$ cat config.mk
export PLATFORM = sky130hd
export DESIGN_NAME = e2_out_monitor_flat
export DESIGN_NICKNAME = d
export VERILOG_FILES = /design/src/rtl/e2_out_monitor_if.sv /design/src/rtl/e2_out_monitor.sv /design/src/flat_wrapper.sv
export SDC_FILE = /design/constraint.sdc
export NUM_CORES = 1
export LEC_CHECK = 0
export BUFFER_PORTS_ARGS = -buffer_cell sky130_fd_sc_hd__buf_2
export CORE_AREA = 8 8 105 107
export DETAILED_ROUTE_END_ITERATION = 8
export DIE_AREA = 0 0 113 115
export HOLD_SLACK_MARGIN = 0.15
export PLACE_DENSITY = 0.46
export SLEW_MARGIN = 10
export SYNTH_ARGS = -nofsm -noshare
export SYNTH_HDL_FRONTEND = slang
export SYNTH_SLANG_ARGS = --single-unit
$ cat constraint.sdc
create_clock -name clk -period 1.81 [get_ports clk]
set_input_delay 0.181 -clock clk [delete_from_list [all_inputs] [get_ports clk]]
set_output_delay 0.181 -clock clk [all_outputs]
set_load 0.05 [all_outputs]
$ cat src/rtl/e2_out_monitor_if.sv
// Bundle between the e2 controller output monitor and its harness.
// master: harness side (drives y/start/ack, reads results).
// slave : monitor side (reads y/start/ack, drives busy/done/sig/illegal_cnt/class_out/rep_alarm).
interface e2_out_monitor_if #(
    parameter int unsigned CNT_W = 8
);
    logic [17:0]      y;
    logic             start;
    logic             ack;
    logic             busy;
    logic             done;
    logic [15:0]      sig;
    logic [CNT_W-1:0] illegal_cnt;
    logic [4:0]       class_out;
    logic             rep_alarm;

    modport master (
        output y, start, ack,
        input  busy, done, sig, illegal_cnt, class_out, rep_alarm
    );

    modport slave (
        input  y, start, ack,
        output busy, done, sig, illegal_cnt, class_out, rep_alarm
    );
endinterface

$ cat src/rtl/e2_out_monitor.sv
// e2_out_monitor: samples the e2 controller's 18-bit output word over a
// capture window, classifies each word, compacts samples into a 16-bit MISR,
// counts illegal words and flags long runs of one repeated nonzero class.
// Ports:
//   clk  - rising-edge sampling clock
//   rst  - asynchronous, active-high reset
//   bus  - e2_out_monitor_if.slave: y/start/ack in; busy/done/sig/
//          illegal_cnt/class_out/rep_alarm out (all registered)
module e2_out_monitor #(
    parameter int unsigned WIN_LEN = 64,
    parameter int unsigned CNT_W   = 8,
    parameter int unsigned REP_LIM = 4
) (
    input logic            clk,
    input logic            rst,
    e2_out_monitor_if.slave bus
);
    localparam int unsigned SC_W = (WIN_LEN > 1) ? $clog2(WIN_LEN) : 1;
    localparam int unsigned RC_W = $clog2(REP_LIM + 1);
    localparam logic [4:0]  CLS_ILLEGAL = 5'd31;

    typedef enum logic [1:0] {IDLE, RUN, HOLD} state_t;

    // Exact-match classification against the controller's legal output set.
    function automatic logic [4:0] classify(input logic [17:0] w);
        case (w)
            18'h00000: return 5'd0;
            18'h00001: return 5'd1;   // y1
            18'h00002: return 5'd2;   // y2
            18'h00004: return 5'd3;   // y3
            18'h00008: return 5'd4;   // y4
            18'h00010: return 5'd5;   // y5
            18'h00020: return 5'd6;   // y6
            18'h00200: return 5'd7;   // y10
            18'h01000: return 5'd8;   // y13
            18'h02000: return 5'd9;   // y14
            18'h04000: return 5'd10;  // y15
            18'h08000: return 5'd11;  // y16
            18'h20800: return 5'd12;  // y12,y18
            18'h10080: return 5'd13;  // y8,y17
            18'h000C0: return 5'd14;  // y7,y8
            18'h00C01: return 5'd15;  // y1,y11,y12
            18'h00D00: return 5'd16;  // y9,y11,y12
            default:   return CLS_ILLEGAL;
        endcase
    endfunction

    state_t           state_q;
    logic             busy_q;
    logic             done_q;
    logic [15:0]      sig_q;
    logic [CNT_W-1:0] ill_q;
    logic [4:0]       class_q;
    logic             alarm_q;
    logic [SC_W-1:0]  samp_q;
    logic [RC_W-1:0]  run_q;

    logic [4:0]       cls_c;
    logic [15:0]      d_c;
    logic [15:0]      sig_nxt_c;
    logic [RC_W-1:0]  run_nxt_c;

    // Per-sample combinational terms: class, MISR next value, next run length.
    // class_q holds the previous edge's class, which is the previous sample's
    // class everywhere in RUN except the first sample of the window.
    always_comb begin
        cls_c     = classify(bus.y);
        d_c       = bus.y[15:0] ^ {14'b0, bus.y[17:16]};
        sig_nxt_c = {sig_q[14:0], 1'b0} ^ (sig_q[15] ? 16'h1021 : 16'h0000) ^ d_c;
        run_nxt_c = '0;
        if (cls_c != 5'd0) begin
            if (samp_q != '0 && cls_c == class_q) begin
                run_nxt_c = (run_q == RC_W'(REP_LIM)) ? run_q : run_q + RC_W'(1);
            end else begin
                run_nxt_c = RC_W'(1);
            end
        end
    end

    // Window control FSM and result registers.
    always_ff @(posedge clk or posedge rst) begin
        if (rst) begin
            state_q <= IDLE;
            busy_q  <= 1'b0;
            done_q  <= 1'b0;
            sig_q   <= '0;
            ill_q   <= '0;
            class_q <= '0;
            alarm_q <= 1'b0;
            samp_q  <= '0;
            run_q   <= '0;
        end else begin
            class_q <= cls_c;
            case (state_q)
                IDLE: begin
                    if (bus.start) begin
                        state_q <= RUN;
                        busy_q  <= 1'b1;
                        sig_q   <= '0;
                        ill_q   <= '0;
                        alarm_q <= 1'b0;
                        samp_q  <= '0;
                        run_q   <= '0;
                    end
                end
                RUN: begin
                    sig_q <= sig_nxt_c;
                    run_q <= run_nxt_c;
                    if (cls_c == CLS_ILLEGAL && ill_q != {CNT_W{1'b1}}) begin
                        ill_q <= ill_q + CNT_W'(1);
                    end
                    if (run_nxt_c == RC_W'(REP_LIM)) begin
                        alarm_q <= 1'b1;
                    end
                    if (samp_q == SC_W'(WIN_LEN - 1)) begin
                        state_q <= HOLD;
                        busy_q  <= 1'b0;
                        done_q  <= 1'b1;
                        samp_q  <= '0;
                    end else begin
                        samp_q <= samp_q + SC_W'(1);
                    end
                end
                HOLD: begin
                    // ack takes priority; start is never looked at here
                    if (bus.ack) begin
                        state_q <= IDLE;
                        done_q  <= 1'b0;
                    end
                end
                default: begin
                    state_q <= IDLE;
                    busy_q  <= 1'b0;
                    done_q  <= 1'b0;
                end
            endcase
        end
    end

    assign bus.busy        = busy_q;
    assign bus.done        = done_q;
    assign bus.sig         = sig_q;
    assign bus.illegal_cnt = ill_q;
    assign bus.class_out   = class_q;
    assign bus.rep_alarm   = alarm_q;
endmodule

$ cat src/flat_wrapper.sv
// flat-port wrapper written by rule: the top's interface ports become plain ports
module e2_out_monitor_flat 
#(
    parameter int unsigned WIN_LEN = 64,
    parameter int unsigned CNT_W   = 8,
    parameter int unsigned REP_LIM = 4
)
  (clk, rst, bus_y, bus_start, bus_ack, bus_busy, bus_done, bus_sig, bus_illegal_cnt, bus_class_out, bus_rep_alarm);
  e2_out_monitor_if #(.CNT_W(CNT_W)) bus_i ();
  input logic clk;
  input logic rst;
  input wire logic [$bits(bus_i.y)-1:0] bus_y;
  input wire logic [$bits(bus_i.start)-1:0] bus_start;
  input wire logic [$bits(bus_i.ack)-1:0] bus_ack;
  output wire logic [$bits(bus_i.busy)-1:0] bus_busy;
  output wire logic [$bits(bus_i.done)-1:0] bus_done;
  output wire logic [$bits(bus_i.sig)-1:0] bus_sig;
  output wire logic [$bits(bus_i.illegal_cnt)-1:0] bus_illegal_cnt;
  output wire logic [$bits(bus_i.class_out)-1:0] bus_class_out;
  output wire logic [$bits(bus_i.rep_alarm)-1:0] bus_rep_alarm;
  assign bus_i.y = bus_y;
  assign bus_i.start = bus_start;
  assign bus_i.ack = bus_ack;
  assign bus_busy = bus_i.busy;
  assign bus_done = bus_i.done;
  assign bus_sig = bus_i.sig;
  assign bus_illegal_cnt = bus_i.illegal_cnt;
  assign bus_class_out = bus_i.class_out;
  assign bus_rep_alarm = bus_i.rep_alarm;
  e2_out_monitor #(.WIN_LEN(WIN_LEN), .CNT_W(CNT_W), .REP_LIM(REP_LIM)) u_core (.clk(clk), .rst(rst), .bus(bus_i));
endmodule
==> metrics.md, run 1 <==
| Metric | Value |
|---|---|
| CP startpoint kind | `primary input` |
| Portion of synthesized cell area occupied by the leading cell type | `39.6%` |
| Post-route DRC violation count | `0` |
| Maximum number of pins on one net before global-route repair | `26` |
| # Max-Cap Violations | `0` |
| Wire length of the first global-routing pass | `13500 um` |
| Largest area contributor in the synthesized netlist | `dfrtp_1` |
| Diodes inserted | `0` |
| Clk slew on worst S/H paths | `0.09 ns` |
| Final hold violation count | `0` |
| Fraction of layout instances using a drive strength above 1 | `40.6%` |
| Detail-routed net length per standard cell | `14.6 um` |
| Worst Tran Pin Value | `0.513 ns` |
| # nets final | `457` |
| Reg2Reg Setup Slack | `-0.10 ns` |
| Global route overflow | `0` |
| Number of pins exceeding their max-slew limit in the final report | `0` |
| Die X | `113 um` |
| Max transition margin | `65.6%` |
| Overall Global Routing Usage | `12.8%` |
| Top cells by count, synth | `44 x nand2_1, 43 x dfrtp_1, 32 x o21ai_0` |
| Power Density | `1230 nW/um2` |
| Placement Rows | `36` |
| Worst EP required | `1.99 ns` |
| Port Buffers | `53` |
| Endpoint of the most critical register-to-register path | `u_core.bus.rep_alarm` |
| Net Count, Synth | `325` |
| Number of detailed-routing iterations run before antenna repair | `4` |
| Type of destination of the critical path | `flip-flop` |
| Clock insertion delay at the later pin of the skew report | `0.30 ns` |
| Die Span Y | `115 um` |
| Final HPWL DP | `6080 um` |
| Most used flip-flop cell after synthesis | `dfrtp_1` |
| Result of the run | `complete, but fails checks` |
| Aggregate negative setup slack | `-3.62 ns` |
| Share of synthesized registers carrying an async set or reset | `100%` |
| Number of filler cells placed in the layout | `963` |
| Max Freq | `431 MHz` |
| Startpoint of the tightest hold check path | `bus_y[9]` |
| Start-to-end type of the worst setup path | `primary input to flip-flop` |
| Total via count in the routed design | `2654` |
| Worst Slack Setup Final | `-0.510 ns` |
| Area inside the core boundary | `9460 um2` |
| Starting Density | `28.7%` |
| Root Driver | `clkbuf_8` |
| Number of buffers created by CTS | `5` |
| Count of flip-flops with a built-in enable after synthesis | `0` |
| Placement-stage worst setup slack | `-0.865 ns` |
| Highest net fanout along the worst path | `4` |
| Growth of design area from synthesis to finish | `46.0%` |
| Post-route antenna net violation count | `0` |
| Number of ports placed on the die boundary | `54` |
| Per-instance average area after synthesis | `9.12 um2` |
| WHS Path Cells | `4` |
| Area of the multi-input gates | `1640 um2` |
| Library cell with the highest instance count after synthesis | `nand2_1` |
| Count of final setup violators | `12` |
| Via count of the first global-routing pass | `2768` |
| Number of cells produced by synthesis | `298` |
| Violation count after the first detailed-routing iteration | `106` |
| Total detailed-routing wirelength | `7980 um` |
| Unique masters post-synth | `59` |
| Count of yosys warnings during synthesis | `0` |
| Cell area after synthesis | `2720 um2` |
| Reg-to-Reg Start | `u_core.samp_q[0]` |
| End point of the most critical hold path | `u_core.bus.sig[9]` |
| FF+latch count, synth | `43` |
| Sequential-to-total area share from yosys stat | `39.6%` |
| Via/cell ratio | `4.87` |
| Unrepaired setup endpoints after global routing | `true` |
| Crit share post-route | `128%` |
| Worst setup skew after layout | `0.00690 ns` |
| CTS tree | `built` |
| Maximum clock path buffer count | `2` |
| Min-Delay Path Class | `primary input to flip-flop` |
| Post-layout min period | `2.32 ns` |
| Die Footprint | `13000 um2` |
| Routability congestion estimate | `0.815` |
| Failing checks | `setup timing` |
| Count of cells along the worst register-to-register path | `6` |
| Worst EP arrival | `2.50 ns` |
| CTS H-tree lvls | `2` |
| Clock sinks | `43` |
| Leading post-synthesis cells by cell area | `dfrtp_1 40%, xnor2_1 6.1%, nand2_1 6.1%` |
| Reported leakage power | `1.77 nW` |
| Worst supply voltage drop on vdd | `0.000768 V` |
| Antenna violations before repair | `0` |
| Combined flip-flop and latch cell area | `1080 um2` |
==> where the power goes <==
part | internal [mW] | total, mW | switching (mW)
combinational | 0.888 | 2.59 | 1.70
clock | 0.412 | 0.790 | 0.378
sequential | 1.25 | 1.49 | 0.247
total | 2.55 | 4.87 | 2.32
==> timing repair <==
action                                  in CTS  in global routing
hold endpoints to repair                    14                  0
setup buffers                                6                  1
pin swaps                                    8                  6
hold buffers                                 3                  0
endpoints found under the setup margin      12                 12
resized for setup                           18                 15
==> critical path: stages <==
cell      delay (ns)
buf_8           0.10
nor4_4          0.39
nand2_2         0.14
o32ai_4         0.38
nor3_4          0.09
a2111o_1        0.42
and3_4          0.15
or3_4           0.37
a211oi_2        0.21
o21ai_1         0.08
==> state kept, by name (all words and copies together), names as in the netlist, 2 cells and up <==
| name | flops |
|---|---|
| u_core.samp_q | 6 |
| u_core.bus.class_out | 5 |
| u_core.run_q | 3 |
| u_core.bus.illegal_cnt | 8 |
| u_core.state_q | 2 |
| u_core.bus.sig | 16 |
==> area by class of cell <==
type | instances | share of cell area, %
Timing Repair Buffer | 136 | 24.2
Multi-Input combinational cell | 234 | 41.3
Clock inverter | 3 | 1.10
Clock buffer | 5 | 1.74
Tap cell | 114 | 3.60
Inverter | 10 | 0.946
Sequential cell | 43 | 27.1
==> worst max path at each step <==
stage	startpoint	to	slack, ns	depth (start not counted)
6_report	bus_y[9]	u_core.run_q[0]	-0.51	10
5_1_grt	bus_y[9]	u_core.run_q[0]	-0.60	10
4_1_cts	bus_y[15]	u_core.run_q[0]	-0.44	11
3_5_place_dp	bus_y[6]	u_core.run_q[2]	-0.87	11
3_3_place_gp	bus_y[7]	u_core.run_q[2]	-0.81	11
2_1_floorplan	bus_y[9]	u_core.run_q[2]	-0.69	10
==> placed cells by master, fill, tap and decap left out, types with 6 or more instances in the layout <==
master   netlist  routed
a21oi_1        7       6
buf_2          1      46
buf_4          2      79
dfrtp_1       43      43
inv_1         10       9
nand2_1       44      44
nand3_1        7       7
nand4_1        8       8
nor2_1        25      25
o21ai_0       32      29
xnor2_1       19      19
xor2_1        15      14
==> kinds of logic (layout without fill, tap and decap cells) <==
group	Yosys count	count (layout)	synth area share, %
muxes	1	1	0.369
AOI/OAI and AO/OA	64	64	15.5
xor gates and xnor gates	34	34	11.0
adders and majority gates	5	5	2.30
and+or+nand+nor	130	130	27.5
buffers and inverters	21	154	3.78
DFF	43	43	39.6
==> metal layers <==
metal  track usage [%]  vias to the layer above  wire length [um]
met2              21.9                       56              3820
met4              2.13                        0                29
met3              2.89                        2               294
met1              16.4                     1272              3840
met5                 0                        -                 0
li1                  -                     1324                 -
==> stage by stage <==
step                util, %  area [um2]  hold WS, ns  std cells  power [mW]
floorplan                 -        2760        0.305        298        3.20
global placement       38.6        3650        0.174        527        4.03
detailed placement     38.6        3650        0.173        527        4.06
CTS                    41.3        3910        0.225        544        4.95
global route           41.9        3970        0.273        545        5.21
finish                 41.9        3970        0.259        545        4.87
Note: power is estimated with default switching activity, not from simulation.
==> inputs of run 2 (changes only) <==
BUFFER_PORTS_ARGS = -buffer_cell sky130_fd_sc_hd__clkbuf_2   (was -buffer_cell sky130_fd_sc_hd__buf_2)
==> metrics.md, run 2 (same netlist as run 1, synthesis figures left out) <==
| Metric | Value |
|---|---|
| Result of the run | `complete, but fails checks` |
| Failing checks | `setup timing` |
| Clock sinks | `43` |
| Number of standard cells in the final layout excluding fillers | `541` |
| Worst Tran Pin Value | `0.416 ns` |
| Worst setup skew after layout | `0.00490 ns` |
| Root Driver | `clkbuf_8` |
| Aggregate negative setup slack | `-2.86 ns` |
| CP startpoint | `bus_y[8]` |
| Type of destination of the critical path | `flip-flop` |
| Growth of design area from synthesis to finish | `43.9%` |
| Commonest non-fill, non-tap cells in the layout | `75 x buf_4, 48 x clkbuf_2, 43 x nand2_1, 43 x dfrtp_1, 28 x o21ai_0` |
| Clk slew on worst S/H paths | `0.09 ns` |
| Die X | `113 um` |
| Unrepaired setup endpoints after global routing | `true` |
| # nets final | `453` |
| Worst EP arrival | `2.54 ns` |
| CTS tree | `built` |
| Post-layout min period | `2.30 ns` |
| Crit-path max cell delay | `0.41 ns` |
| Max Freq | `435 MHz` |
| Busiest grt layer | `met2` |
| Cell class contributing the biggest share of worst-path delay | `simple AND/OR/NAND/NOR gates` |
| Critical path buffer and inverter count | `1` |
| Violation count after the first detailed-routing iteration | `97` |
| Master of the slowest instance on the critical path | `a2111o_1` |
| Most frequent cell on the critical path | `nor3_4` |
| Crit share post-route | `127%` |
| Highest net fanout along the worst path | `5` |
| Power Density | `1200 nW/um2` |
| Final hold violation count | `0` |
| Total placed cells including tap cells | `525` |
| Count of final setup violators | `9` |
| Placement Rows | `36` |
| CP startpoint kind | `primary input` |
| Min-Delay Path Class | `primary input to flip-flop` |
| Commonest non-fill, non-tap cell in the layout | `buf_4` |
| Via/cell ratio | `4.88` |
| Starting Density | `28.7%` |
| Worst supply voltage drop on vdd | `0.000860 V` |
| Total detailed-routing wirelength | `7960 um` |
| Reported leakage power | `1.73 nW` |
| Area inside the core boundary | `9460 um2` |
| Max transition margin | `71.9%` |
| Fraction of layout instances using a drive strength above 1 | `40.5%` |
| Final hold slack | `0.187 ns` |
| Number of flip-flops under the largest register name | `16` |
| Total via count in the routed design | `2638` |
| Number of pins exceeding their max-slew limit in the final report | `0` |
| Worst EP required | `2.05 ns` |
| Met2 GRT Util | `21.7%` |
| Sequence of cells on the critical path | `clkbuf_2 > nor3_1 > nand4b_1 > a21oi_4 > nor3_4 > a2111o_1 > and3_1 > or3_4 > nor3_4 > a22o_1` |
| Global routing met1 resource utilization | `16.0%` |
| Detail-routed net length per standard cell | `14.7 um` |
| Placement-stage worst setup slack | `-0.986 ns` |
| Worst Slack Setup Final | `-0.487 ns` |
| CTS H-tree lvls | `2` |
| GRT met3 Usage | `3.52%` |
| # Max-Cap Violations | `0` |
| Antenna violations before repair | `0` |
| Number of ports placed on the die boundary | `54` |
| Via count of the first global-routing pass | `2777` |
| Overall Global Routing Usage | `12.9%` |
| Post-route DRC violation count | `0` |
| Die Span Y | `115 um` |
| Wire length of the first global-routing pass | `13600 um` |
| Startpoint of the tightest hold check path | `bus_y[9]` |
| Maximum clock path buffer count | `2` |
| Start-to-end type of the worst setup path | `primary input to flip-flop` |
| Port Buffers | `53` |
| Die Footprint | `13000 um2` |
| Diodes inserted | `0` |
| Post-route antenna net violation count | `0` |
| Maximum number of pins on one net before global-route repair | `44` |
| Number of buffers created by CTS | `5` |
| Final HPWL DP | `5970 um` |
| Global route overflow | `0` |
| Routability congestion estimate | `0.826` |
| Reg-to-Reg Start | `u_core.samp_q[0]` |
| Number of detailed-routing iterations run before antenna repair | `4` |
| Clock insertion delay at the later pin of the skew report | `0.30 ns` |
## run 2: cell types whose count changed in the layout (fill, tap and decap cells not counted), moves of 3 or more
cell | previous run | this run
buf_2 | 46 | 0
clkbuf_2 | 0 | 48
buf_4 | 79 | 75
buf_6 | 5 | 2
## run 2: path summary, 6_finish.rpt
kind                                            to  slack, ns  cells after the start
hold reg to reg                    u_core.bus.busy       0.50                      1
min in group asynchronous  u_core.bus.class_out[2]       0.45                      4
setup reg to reg                   u_core.run_q[2]      -0.11                      6
max in group asynchronous        u_core.bus.sig[3]       1.14                      4
setup / recovery                   u_core.run_q[1]      -0.49                     10
hold / removal                   u_core.bus.sig[9]       0.19                      3
## run 2: layout make-up
class	count	area, um2
tap	114	143
inverter	10	37.5
fill	988	5550
timing repair buffer	132	912
sequential	43	1080
clock buffer	6	72.6
clock inverter	2	12.5
multi-input combinational	234	1660
## run 2: tightest hold or removal path: stages
cell and delay, ns:
buf_6 0.09, xnor2_1 0.11, o21ai_0 0.07
## run 2: layer usage
layer  wire length (um)  share of wire [%]
met5                  0                  0
met1               3740                 47
met3                457                5.7
met2               3700                 46
met4                 72               0.90
## run 2: through the flow
| stage | total power, mW | instance area, um2 | utilization, % |
|---|---|---|---|
| final | 4.69 | 3910 | 41.3 |
| after global routing | 5.06 | 3910 | 41.3 |
| after CTS | 4.77 | 3850 | 40.7 |
| after detailed placement | 4.05 | 3630 | 38.4 |
| after global placement | 4.02 | 3630 | 38.4 |
| after floorplan | 3.20 | 2760 | - |
## run 2: what timing repair did
item                       4_1_cts  5_1_grt
setup endpoints to repair       12       12
gates resized for setup         13       19
buffers inserted                 4        1
pin swaps                        5        3
hold buffers                     3        0
hold endpoints to repair        46        0
## run 2: power breakdown
group	leakage [nW]	internal [mW]	switching, mW
clock network	0.0412	0.271	0.364
logic	1.14	0.870	1.71
registers	0.540	1.25	0.230
==> inputs of run 3 (changes only) <==
PLACE_DENSITY = 0.45   (was 0.46)
clock period = 2.31 ns   (was 1.81 ns; I/O delays follow)
==> metrics.md, run 3 (same netlist as run 1, synthesis figures left out) <==
| Metric | Value |
|---|---|
| Fraction of layout instances using a drive strength above 1 | `37.2%` |
| Logic gate share of total power | `48.2%` |
| Reg-to-Reg Start | `u_core.samp_q[0]` |
| Die X | `113 um` |
| Reg2Reg Setup Slack | `0.34 ns` |
| CP startpoint kind | `primary input` |
| Placement Rows | `36` |
| WHS Path Cells | `4` |
| Final HPWL DP | `5770 um` |
| Critical path buffer and inverter count | `1` |
| GRT met3 Usage | `2.57%` |
| Number of filler cells placed in the layout | `965` |
| Number of standard cells in the final layout excluding fillers | `525` |
| Via/cell ratio | `4.78` |
| Via count of the first global-routing pass | `2596` |
| Worst setup skew after layout | `0.00454 ns` |
| Met2 GRT Util | `18.7%` |
| Clock insertion delay at the later pin of the skew report | `0.31 ns` |
| Port Buffers | `53` |
| Clk slew on worst S/H paths | `0.10 ns` |
| Worst EP arrival | `2.53 ns` |
| Cell class contributing the biggest share of worst-path delay | `simple AND/OR/NAND/NOR gates` |
| Total detailed-routing wirelength | `7530 um` |
| Crit share post-route | `98.7%` |
| Pint | `2.00 mW` |
| Commonest non-fill, non-tap cells in the layout | `63 x buf_4, 45 x clkbuf_2, 44 x nand2_1` |
| Type of destination of the critical path | `flip-flop` |
| Final hold violation count | `0` |
| Sequence of cells on the critical path | `buf_8 > nor4_4 > nand2_2 > o32ai_4 > nor3_4 > a2111o_1 > and3_4 > or3_4 > nor4_2 > o22a_1` |
| Root Driver | `clkbuf_8` |
| Starting Density | `28.7%` |
| Area inside the core boundary | `9460 um2` |
| Detail-routed net length per standard cell | `14.3 um` |
| Total via count in the routed design | `2510` |
| Start-to-end type of the worst setup path | `primary input to flip-flop` |
| Overall Global Routing Usage | `12.3%` |
| Diodes inserted | `0` |
| Master of the slowest instance on the critical path | `a2111o_1` |
| Count of cells along the worst register-to-register path | `6` |
| Global route overflow | `0` |
| Post-layout min period | `2.28 ns` |
| Die Footprint | `13000 um2` |
| Routability congestion estimate | `0.740` |
| End point of the most critical hold path | `u_core.state_q[1]` |
| Busiest grt layer | `met2` |
| Max transition margin | `53.3%` |
| Clock sinks | `43` |
| Result of the run | `completed` |
| Wire length of the first global-routing pass | `13100 um` |
| Power Density | `1000 nW/um2` |
| Number of detailed-routing iterations run before antenna repair | `4` |
| Global routing met1 resource utilization | `17.1%` |
| Reported leakage power | `1.66 nW` |
| Maximum number of pins on one net before global-route repair | `44` |
| Worst supply voltage drop on vdd | `0.000615 V` |
| Min-Delay Path Class | `primary input to flip-flop` |
| Total placed cells including tap cells | `515` |
| Commonest non-fill, non-tap cell in the layout | `buf_4` |
| CP startpoint | `bus_y[8]` |
| Growth of design area from synthesis to finish | `39.2%` |
| Reported net switching power | `1.78 mW` |
| Post-route antenna net violation count | `0` |
| Startpoint of the tightest hold check path | `bus_ack` |
| Antenna violations before repair | `0` |
| Worst EP required | `2.56 ns` |
| Switching share of total power | `47.1%` |
| Number of pins exceeding their max-slew limit in the final report | `0` |
| # Max-Cap Violations | `0` |
| Maximum clock path buffer count | `2` |
| Share of total power in sequential cells | `32.0%` |
| Clock network fraction of design power | `19.8%` |
| CTS tree | `built` |
| Max Freq | `439 MHz` |
| Highest net fanout along the worst path | `4` |
| # nets final | `437` |
| Crit-path max cell delay | `0.42 ns` |
| Unrepaired setup endpoints after global routing | `true` |
| Worst Tran Pin Value | `0.693 ns` |
| Number of buffers created by CTS | `5` |
| Count of final setup violators | `0` |
| Post-route DRC violation count | `0` |
| Number of ports placed on the die boundary | `54` |
| CTS H-tree lvls | `2` |
| Endpoint of the most critical register-to-register path | `u_core.run_q[2]` |
| Die Span Y | `115 um` |
| Sum of internal, switching and leakage power | `3.78 mW` |
| Combined flip-flop and latch cell area | `1080 um2` |
| Area of the multi-input gates | `1610 um2` |
| Number of flip-flops under the largest register name | `16` |
| Violation count after the first detailed-routing iteration | `97` |
## run 3: worst max path at each step
stage,to,depth (start not counted)
2_1_floorplan,u_core.run_q[2],10
3_3_place_gp,u_core.run_q[2],11
3_5_place_dp,u_core.run_q[2],11
4_1_cts,u_core.run_q[2],11
5_1_grt,u_core.bus.illegal_cnt[5],12
6_report,u_core.run_q[2],10
## run 3: final cells by class
cell class	count	area share [%]
repair buffers	116	20.6
clock buffers	5	1.82
inverters	10	0.992
well taps	114	3.77
clock inverters	3	1.89
flip-flops and latches	43	28.4
multi-input cells	234	42.5
## run 3: what timing repair did
item / CTS / global route
endpoints found under the setup margin: 5 / 7
resized for setup: 6 / 30
endpoints found under the hold margin: 43 / 0
pin swaps: 2 / 5
hold buffers: 1 / 0
setup buffers: 0 / 1
## run 3: stage by stage
stage / worst slack, ns / hold WS [ns] / utilization [%] / TNS, ns / cell area (um2)
after floorplan: -0.236 / 0.355 / - / -0.862 / 2730
after global placement: -0.368 / 0.396 / 37.2 / -2.15 / 3520
after detailed placement: -0.388 / 0.402 / 37.2 / -2.45 / 3520
after CTS: 0.00619 / 0.197 / 39.2 / 0 / 3700
after global routing: -0.0888 / 0.212 / 40.0 / -0.320 / 3780
final: 0.0300 / 0.200 / 40.0 / 0 / 3780
## run 3: per-layer routing
layer  wire length, um  up-vias
met4                98        0
met3               265        7
li1                  -     1281
met2              3370       43
met1              3800     1179
met5                 0        -
## run 3: power groups by stage
stage	Combinational, mW	Clock [mW]	Sequential (mW)
2_1_floorplan	0.753	0	1.74
3_3_place_gp	1.80	0	1.23
3_5_place_dp	1.81	0	1.23
4_1_cts	1.84	0.776	1.21
5_1_grt	2.01	0.798	1.25
6_report	1.82	0.749	1.21
## run 3: worst register-to-register path, stage by stage (launching register included)
cell     delay (ns)
dfrtp_1        0.43
inv_1          0.07
ha_1           0.14
or4b_2         0.61
o21ai_2        0.32
nor4_2         0.09
o22a_1         0.20
